$ cat src/rtl/hex_display_arbiter.sv
// hex_display_arbiter: round-robin sharing of the six board 7-segment digits
// (HEX5..HEX0) among NUM_REQ requesters. The winner's 24-bit value is latched
// at grant time and shown as six hex digits for up to HOLD_CYCLES clocks.
// Handshake: req[i] is a level request; grant[i] is the registered one-hot
// answer. A requester owns the display while grant[i] is high and gives it up
// early by dropping req[i]. After every ownership the grant stays low for two
// cycles (RELEASE, IDLE) before the next winner is chosen.
// Optional build macro: HEX_ARB_OWNER_DP_EN lights the decimal point of HEXi
// while owner i (i < 6) holds the display.
module hex_display_arbiter #(
    parameter int NUM_REQ     = 3,
    parameter int HOLD_CYCLES = 50000000
) (
    input  logic                   clock,
    input  logic                   reset,
    input  logic [NUM_REQ-1:0]     req,
    input  logic [24*NUM_REQ-1:0]  data,
    output logic [NUM_REQ-1:0]     grant,
    output logic [7:0]             HEX0,
    output logic [7:0]             HEX1,
    output logic [7:0]             HEX2,
    output logic [7:0]             HEX3,
    output logic [7:0]             HEX4,
    output logic [7:0]             HEX5
);

    localparam int IDX_W = $clog2(NUM_REQ);
    localparam int CNT_W = $clog2(HOLD_CYCLES + 1);

    localparam logic [1:0] ST_IDLE    = 2'd0;
    localparam logic [1:0] ST_HOLD    = 2'd1;
    localparam logic [1:0] ST_RELEASE = 2'd2;

    // state is kept as a plainly named signal so checkers can bind to it
    logic [1:0]       state;
    logic [IDX_W-1:0] rr_ptr;
    logic [IDX_W-1:0] owner;
    logic [IDX_W-1:0] winner;
    logic [IDX_W-1:0] next_ptr;
    logic             found;
    logic [CNT_W-1:0] hold_cnt;
    logic [23:0]      win_data;
    logic             owner_req;
    logic [6:0]       seg [6];
    logic [5:0]       dp_n;

    // Active-low g..a pattern for one hex nibble
    function automatic logic [6:0] encode(input logic [3:0] n);
        case (n)
            4'h0: encode = 7'h40;
            4'h1: encode = 7'h79;
            4'h2: encode = 7'h24;
            4'h3: encode = 7'h30;
            4'h4: encode = 7'h19;
            4'h5: encode = 7'h12;
            4'h6: encode = 7'h02;
            4'h7: encode = 7'h78;
            4'h8: encode = 7'h00;
            4'h9: encode = 7'h10;
            4'hA: encode = 7'h08;
            4'hB: encode = 7'h03;
            4'hC: encode = 7'h46;
            4'hD: encode = 7'h21;
            4'hE: encode = 7'h06;
            default: encode = 7'h0E;
        endcase
    endfunction

    // Round-robin pick: first request at or above rr_ptr, else wrap to the lowest one
    always_comb begin
        found  = 1'b0;
        winner = '0;
        for (int i = 0; i < NUM_REQ; i++) begin
            if (!found && req[i] && (IDX_W'(i) >= rr_ptr)) begin
                found  = 1'b1;
                winner = IDX_W'(i);
            end
        end
        for (int i = 0; i < NUM_REQ; i++) begin
            if (!found && req[i] && (IDX_W'(i) < rr_ptr)) begin
                found  = 1'b1;
                winner = IDX_W'(i);
            end
        end
        next_ptr = (winner == IDX_W'(NUM_REQ - 1)) ? '0 : winner + 1'b1;
    end

    // Select the winner's value and the current owner's request level
    always_comb begin
        win_data  = '0;
        owner_req = 1'b0;
        for (int i = 0; i < NUM_REQ; i++) begin
            if (winner == IDX_W'(i)) win_data = data[24*i +: 24];
            if (owner == IDX_W'(i))  owner_req = req[i];
        end
    end

    // Ownership FSM with grant, hold counter and latched segment registers
    always_ff @(posedge clock or posedge reset) begin
        if (reset) begin
            state    <= ST_IDLE;
            grant    <= '0;
            owner    <= '0;
            rr_ptr   <= '0;
            hold_cnt <= '0;
            for (int k = 0; k < 6; k++) seg[k] <= 7'h7F;
        end else begin
            case (state)
                ST_IDLE: begin
                    if (found) begin
                        state    <= ST_HOLD;
                        grant    <= NUM_REQ'(1) << winner;
                        owner    <= winner;
                        rr_ptr   <= next_ptr;
                        hold_cnt <= CNT_W'(1);
                        for (int k = 0; k < 6; k++) seg[k] <= encode(win_data[4*k +: 4]);
                    end
                end
                ST_HOLD: begin
                    if ((hold_cnt == CNT_W'(HOLD_CYCLES)) || !owner_req) begin
                        state <= ST_RELEASE;
                        grant <= '0;
                    end else begin
                        hold_cnt <= hold_cnt + 1'b1;
                    end
                end
                ST_RELEASE: begin
                    // digits keep the last value for this cycle, blank on entering IDLE
                    state    <= ST_IDLE;
                    hold_cnt <= '0;
                    for (int k = 0; k < 6; k++) seg[k] <= 7'h7F;
                end
                default: begin
                    state <= ST_IDLE;
                    grant <= '0;
                end
            endcase
        end
    end

`ifdef HEX_ARB_OWNER_DP_EN
    // Light the decimal point on the digit matching the owner index while holding
    always_comb begin
        dp_n = 6'h3F;
        if (state == ST_HOLD) begin
            for (int i = 0; i < 6; i++) begin
                if (int'(owner) == i) dp_n[i] = 1'b0;
            end
        end
    end
`else
    assign dp_n = 6'h3F;
`endif

    assign HEX0 = {dp_n[0], seg[0]};
    assign HEX1 = {dp_n[1], seg[1]};
    assign HEX2 = {dp_n[2], seg[2]};
    assign HEX3 = {dp_n[3], seg[3]};
    assign HEX4 = {dp_n[4], seg[4]};
    assign HEX5 = {dp_n[5], seg[5]};

endmodule

$ cat config.mk
export PLATFORM = sky130hd
export DESIGN_NAME = hex_display_arbiter
export DESIGN_NICKNAME = d
export VERILOG_FILES = /design/src/rtl/hex_display_arbiter.sv
export SDC_FILE = /design/constraint.sdc
export NUM_CORES = 1
export LEC_CHECK = 0
export CORE_UTILIZATION = 40
export CTS_BUF_LIST = sky130_fd_sc_hd__clkbuf_4 sky130_fd_sc_hd__clkbuf_8
export CTS_CLUSTER_DIAMETER = 100
export DETAILED_ROUTE_END_ITERATION = 10
export GPL_TIMING_DRIVEN = 0
export PLACE_DENSITY_LB_ADDON = 0.1
export RECOVER_POWER = 25
export SETUP_SLACK_MARGIN = 0.05
export SLEW_MARGIN = 20
export SYNTH_ARGS = -nofsm -noshare
export SYNTH_HDL_FRONTEND = slang
export SYNTH_SLANG_ARGS = --single-unit
$ cat constraint.sdc
create_clock -name clock -period 3.3 [get_ports clock]
set_clock_uncertainty 0.15 [all_clocks]
set_input_delay 0.33 -clock clock [delete_from_list [all_inputs] [get_ports clock]]
set_output_delay 0.33 -clock clock [all_outputs]
set_load 0.02 [all_outputs]
Word level (Yosys, flattened, before mapping)
Memory sizes are Yosys's and may differ from the RTL's.
Cells that the tools add are included.
{"block": "classes", "addsub": 2, "eq_ne": 10, "mux": 29, "bitwise_logic": 1, "n_shift": 1, "reduce_logical": 28, "n_lt_le_gt_ge": 6}
{"operator": "42-bit one-hot mux with 2 select lines", "n": 1}
{"operator": "26-bit one-hot mux with 3 select lines", "n": 1}
{"operator": "24-bit 2-to-1 mux", "n": 3}
{"operator": "26-bit 2-to-1 mux", "n": 2}
{"operator": "42-bit 2-to-1 mux", "n": 1}
{"operator": "26-bit by 1-bit adder with 26-bit output (second input constant)", "n": 1}
{"operator": "26-bit == test (second input constant)", "n": 1}
{"operator": "2-bit 2-to-1 mux", "n": 7}
{"operator": "1-bit logical AND", "n": 11}
{"operator": "1-bit 2-to-1 mux", "n": 10}
{"operator": "3-bit one-hot mux with 3 select lines", "n": 1}
{"operator": "2-bit by 1-bit == test with 1-bit output (second input constant)", "n": 3}
{"operator": "2-bit == test (second input constant)", "n": 3}
{"operator": "1-bit logical NOT", "n": 6}
{"operator": "2-bit logical NOT", "n": 3}
{"operator": "3-bit 2-to-1 mux", "n": 2}
{"operator": "2-bit inequality test (second input constant)", "n": 3}
{"operator": "2-bit AND reduction", "n": 3}
{"operator": "3-bit AND reduction", "n": 2}
{"operator": "1-bit by 2-bit >= comparator with 1-bit output (first input constant)", "n": 2}
{"operator": "1-bit by 2-bit less-than comparator with 1-bit output (first input constant)", "n": 2}
{"operator": "2-bit one-hot mux with 2 select lines", "n": 1}
{"operator": "3-bit nonzero test", "n": 1}
{"operator": "1-bit by 2-bit left shift with 3-bit output (first input constant)", "n": 1}
{"operator": "other kinds (6)", "n": 6}
{"block": "totals", "elab_cells": 94, "ff_bits": 77, "romBits": 672, "mem_count": 6, "out_inout_bits": 51}
{"memory": "(name not given)", "words": 16, "word_bits": 7, "read_ports": 1, "rd_clocked_by_memory_dff": 0, "wr": 0, "line": "49", "source": "case (n)"}
{"memory": "(name not given)", "words": 16, "word_bits": 7, "read_ports": 1, "rd_clocked_by_memory_dff": 0, "wr": 0, "line": "49"}
{"memory": "(name not given)", "words": 16, "word_bits": 7, "read_ports": 1, "rd_clocked_by_memory_dff": 0, "wr": 0, "line": "49"}
{"memory": "(name not given)", "words": 16, "word_bits": 7, "read_ports": 1, "rd_clocked_by_memory_dff": 0, "wr": 0, "line": "49"}
{"memory": "(name not given)", "words": 16, "word_bits": 7, "read_ports": 1, "rd_clocked_by_memory_dff": 0, "wr": 0, "line": "49"}
{"memory": "(name not given)", "words": 16, "word_bits": 7, "read_ports": 1, "rd_clocked_by_memory_dff": 0, "wr": 0, "line": "49"}

Depth between registers and ports, before layout
An unclocked memory read counts as a cell.
{"block": "depth", "word_depth": 30, "mapped_depth": 14, "mapped_depth_nobuf": 11}

Worst setup path before layout
No wires, ideal clock.
{"block": "synth_timing", "path_type": "input port to flip-flop", "startpoint": "input req[2]", "endpoint": "register seg, in the netlist HEX1[3]", "path_slack_ps": 409, "t_required_ps": 3067, "setup_time_ps": 83, "path_stages": 13, "arrival_ps": 2658, "cell_sequence": "buf_4 -> nor2b_1 -> o21a_2 -> nor2_2 -> buf_2 -> buf_4 -> nand2_1 -> a31oi_1 -> inv_1 -> ha_1 -> a21oi_1 -> o21a_1 -> o32a_1"}
{"block": "synth_between", "elab_chain_len": 22}
{"item": "start, declared", "line": "16", "source": "input logic [NUM_REQ-1:0] req,"}
{"item": "1-bit logical AND (2 in series)", "line": "74", "source": "if (!found && req[i] && (IDX_W'(i) >= rr_ptr)) begin"}
{"item": "1-bit 2-to-1 mux", "line": "74"}
{"item": "1-bit logical NOT", "line": "80", "source": "if (!found && req[i] && (IDX_W'(i) < rr_ptr)) begin"}
{"item": "1-bit logical AND (2 in series)", "line": "80"}
{"item": "1-bit 2-to-1 mux", "line": "80"}
{"item": "1-bit logical NOT", "line": "80"}
{"item": "1-bit logical AND (2 in series)", "line": "80"}
{"item": "1-bit 2-to-1 mux", "line": "80"}
{"item": "1-bit logical NOT", "line": "80"}
{"item": "1-bit logical AND (2 in series)", "line": "80"}
{"item": "2-bit 2-to-1 mux", "line": "80"}
{"item": "2-bit logical NOT", "line": "93", "source": "if (winner == IDX_W'(i)) win_data = data[24*i +: 24];"}
{"item": "24-bit 2-to-1 mux (3 in series)", "line": "93"}
{"item": "memory read 16 x 7 bit"}
{"item": "42-bit 2-to-1 mux", "line": "110", "source": "if (found) begin"}
{"item": "42-bit one-hot mux with 2 select lines", "line": "108", "source": "case (state)"}
{"item": "end, declared", "line": "44", "source": "logic [6:0] seg [6];"}
Several ways; a longest one is shown, not always the timed one. The select of a mux whose other input is x is not followed.
A chain may end at the register's enable or synchronous reset.

Worst setup path in the final report
{"block": "layout_timing", "startpoint": "input req[1]", "endpoint": "register seg, in the netlist HEX0[1]"}
{"block": "layout_between", "elab_chain_len": 26}
{"item": "1-bit logical AND (2 in series)", "line": "74"}
{"item": "1-bit 2-to-1 mux", "line": "74"}
{"item": "1-bit logical NOT", "line": "74"}
{"item": "1-bit logical AND (2 in series)", "line": "74"}
{"item": "1-bit 2-to-1 mux", "line": "74"}
{"item": "1-bit logical NOT", "line": "80"}
{"item": "1-bit logical AND (2 in series)", "line": "80"}
{"item": "1-bit 2-to-1 mux", "line": "80"}
{"item": "(+4 left out)"}
{"item": "1-bit logical NOT", "line": "80"}
{"item": "1-bit logical AND (2 in series)", "line": "80"}
{"item": "2-bit 2-to-1 mux", "line": "80"}
{"item": "2-bit logical NOT", "line": "93"}
{"item": "24-bit 2-to-1 mux (3 in series)", "line": "93"}
{"item": "memory read 16 x 7 bit"}
{"item": "42-bit 2-to-1 mux", "line": "110"}
{"item": "42-bit one-hot mux with 2 select lines", "line": "108"}
Several ways; a longest one is shown, not always the timed one. The select of a mux whose other input is x is not followed.

==> impl_results.md <==
* Status: finished, violations left
* Failing checks: DRC
* HPWL after DPL at approximately 15000 um
* Slew @ Worst Pin at about 1.4 ns
* Hold Buf Count CTS at 0
* Layout Nets at approximately 970
* Xor and xnor fraction of the mapped netlist area at under 10%
* Clock Pin Slew Worst Setup and Hold Paths at ~0.10 ns
* Crit path DAT at 3.26 ns
* Crit path max-delay family: buffers and inverters
* Sequential area share after synthesis at about 33%
* Max Freq at approximately 0.32 GHz
* Top cell by count, worst path: nor2_1
* Total Routing Usage GR at a little over a quarter
* Unique masters post-synth at 77
* Largest family of logic cells by synthesized area: compound AO/OA/AOI/OAI gates
* EDFF count, synth at 0
* Antenna Nets Post-Route at 0
* Worst Hold Slack at about 0.25 ns
* Drt initial violations at roughly 460
* Vias at about 6000
* Synth Flop Type: dfstp_2
* Drt pass-1 iters at 8
* Setup ws final at 0.136 ns
* Crit path cell chain: clkdlybuf4s50_1, clkbuf_4, nor2_1, o31ai_4, clkbuf_4, buf_4, nor2_1, a31oi_4, inv_1, ha_1, inv_1, nor2_1, o32ai_1, a31oi_1
* Fraction of layout cells with a size suffix above 1 at between 10% and 20%
* Worst path buffer plus inverter count at 6
* Area of the mapped netlist at approximately 0.0061 mm2
* Top-Level Pins at 128
* # diodes at 0
* Cell count after synthesis at between 700 and 800
* # rows at 44
* Hold Vio Cnt, Final at 0
* Htree depth at 3
* P per Cell Area at 836 mW/mm2
* Clk_lat worst skew at about 0.38 ns
* PortBufs at 120
* Die height at approximately 130 um
* Compound-cell area share of the yosys netlist at 24.9%
* Post-synthesis mux area share at approximately 2.0%
* Max Cap Viol at 0
* Startpoint types: primary input
* Mean post-synth cell area at between 8 and 9 um2
* Via/cell ratio at between 5 and 6
* Headroom to the max-slew limit at 4.92%
* RSZ-0062 raised after global routing: true
* Setup TNS Final at 0 ns
* Final setup vio count at 0
* Leakage at slightly above 0.003 uW
* Area delta synth->final at 29.6%
* Crit-path max cell delay at 0.53 ns
* Clock buffer depth at 2
* Warnings from Yosys at 0
* Post-Route WL at 21200 um
* FF-to-FF Start: rr_ptr[0]$_DFFE_PP0P_
* Slew Viols, Final at 0
* Clk sinks at 77
* Vias in the first global route at a little over 6000
* Worst Setup End Kind: flip-flop
* Critical Path Fanout Max at 10
* Initial cell density of the core at roughly two fifths
* Final Cycle Share at 95.9%
* Hold WC Path Type: primary input to flip-flop
* Chip width at 125 um
* Core area at ~0.015 mm2
* Worst Path Required at ~3.4 ns
* Critical Path Start: req[1]
* Global route overflow at 0
* Worst hold start: req[2]
* FFs w/ async S/R, synth at between 90% and 100%
* CTS Root Buffer Type: clkbuf_8
* Period minus WS final at ~3.2 ns
* Critical path type: primary input to flip-flop
* Yosys reg bits at just under 80
* Pin count of the biggest net entering global routing at 55
* Die ar. at approximately 0.016 mm2
* Synth Area in Simple Gates at between 15 and 20%
* Dpl ws at -0.813 ns
* Initial antenna violation count at 0
* Fin util at around 54%
* Routed WL per cell at a little over 20 um
* Adder-cell area share of the yosys netlist at under 10%
* CTS tree: built
* Worst path slowest cell: clkdlybuf4s50_1
* First-pass GRT wire length at about 33000 um
* Final RePlAce weighted congestion at 0.932
* Residual DRC at 12
* CTS Buf Count at 9
* Maximum VDD drop at between 0.4 and 0.5 mV
-- layout by cell type, fill, tap and decap left out, types with 7 or more instances in the layout --
| master | Yosys | routed |
|---|---|---|
| xor2_1 | 22 | 22 |
| o22a_1 | 8 | 8 |
| nor4_1 | 8 | 8 |
| xnor2_1 | 16 | 16 |
| nand3_1 | 15 | 15 |
| and3_1 | 8 | 8 |
| o32a_1 | 9 | 9 |
| o32ai_1 | 7 | 7 |
| nand4_1 | 10 | 10 |
| ha_1 | 47 | 47 |
| buf_2 | 15 | 13 |
| clkbuf_1 | 20 | 16 |
| clkbuf_8 | 0 | 9 |
| clkdlybuf4s50_1 | 0 | 119 |
| dfstp_2 | 42 | 42 |
| buf_4 | 11 | 17 |
| o21ai_1 | 13 | 13 |
| inv_1 | 21 | 20 |
| dfrtp_1 | 35 | 34 |
| nor3b_1 | 7 | 7 |
| nor2_1 | 70 | 70 |
| nand2_1 | 70 | 70 |
| nor3_1 | 22 | 22 |
| mux2i_1 | 10 | 10 |
| a21oi_1 | 29 | 29 |
| a31oi_1 | 38 | 35 |
| o21ai_0 | 37 | 37 |
-- cells in the mapped netlist (4+ instances only) --
master     count  area share (%)
a21o_1         6            0.74
a21oi_1       29             2.4
a21oi_2        4            0.58
a31oi_1       38             3.9
and3_1         8            0.82
buf_2         15             1.2
buf_4         11             1.4
clkbuf_1      20             1.2
dfrtp_1       35              14
dfstp_2       42              18
ha_1          47             9.7
inv_1         21             1.3
mux2i_1       10             1.6
nand2_1       70             4.3
nand2b_1       6            0.62
nand3_1       15             1.2
nand4_1       10             1.0
nor2_1        70             4.3
nor3_1        22             1.8
nor3b_1        7            0.86
nor4_1         8            0.82
o211ai_1       5            0.62
o21a_1         6            0.74
o21ai_0       37             3.0
o21ai_1       13             1.1
o22a_1         8             1.2
o2bb2ai_1      8             1.2
o31ai_1        4            0.49
o32a_1         9             1.5
o32ai_1        7             1.0
or3_1          6            0.62
xnor2_1       16             2.3
xor2_1        22             3.2
-- worst paths after layout --
kind	depth (start not counted)	to	slack (ns)
worst max-delay path	14	HEX0[1]$_DFFE_PP1P_	0.14
min in group asynchronous	2	rr_ptr[0]$_DFFE_PP0P_	0.47
worst min register to register	2	HEX1[4]$_DFFE_PP1P_	0.35
worst min-delay path	3	state[1]$_DFFE_PP0P_	0.25
max in group asynchronous	3	hold_cnt[17]$_DFFE_PP0P_	0.65
worst max register to register	13	HEX0[1]$_DFFE_PP1P_	0.26
-- through the flow --
stage               std cells  total power, uW  cell area, um2
global placement         1015             5620            7530
detailed placement       1016             5680            7560
CTS                      1033             6500            7810
global route             1036             7020            7880
floorplan                 711             4170            6100
finish                   1036             6590            7880
-- cell type report --
type | instances | area (um2)
fillers | 1389 | 6820
repair buffers | 125 | 1240
clock inverters | 5 | 62.6
inverters | 22 | 83.8
flip-flops and latches | 77 | 1980
well taps | 184 | 230
multi-input cells | 565 | 3890
clock buffers | 11 | 139
plain buffers | 47 | 259
-- cells by family after synthesis --
kind of cell	Yosys count
simple gates	249
compound gates	213
flops	77
buf+inv	69
fa+ha+maj	47
xor+xnor	38
mux	12
other cells	1
-- sequential cells by signal, indices dropped and copies added, names as in the netlist, 3 cells and up --
signal	cells
HEX2	7
HEX4	7
grant	3
hold_cnt	26
HEX1	7
HEX3	7
HEX0	7
HEX5	7
-- worst register-to-register path, delay by kind of cell, from the launching register on --
family / cells / cell delay [ns]
buffers and inverters: 4 / 0.69
adder cells (fa/ha/maj): 1 / 0.31
flip-flops: 1 / 0.47
AND/OR/NAND/NOR: 4 / 0.42
AO/OA/AOI/OAI: 4 / 0.89
-- where the power goes --
group	switching [uW]	leakage, uW	internal [uW]
clock network	402	0.0000970	371
logic	2510	0.00210	1620
registers	218	0.000917	1460
-- per-layer routing --
layer / track usage, % / up-vias / routed length [um]
li1: - / 2854 / -
met3: 4.62 / 40 / 1430
met4: 12.1 / 0 / 627
met5: 0 / - / 0
met2: 43.2 / 278 / 9610
met1: 36.2 / 2954 / 9560
-- what timing repair did --
| action | in CTS | in global routing |
|---|---|---|
| endpoints found under the setup margin | 30 | 21 |
| pin swaps | 1 | 0 |
| setup buffers | 1 | 3 |
| resized for setup | 9 | 16 |
Note: power is estimated with default switching activity, not from simulation.
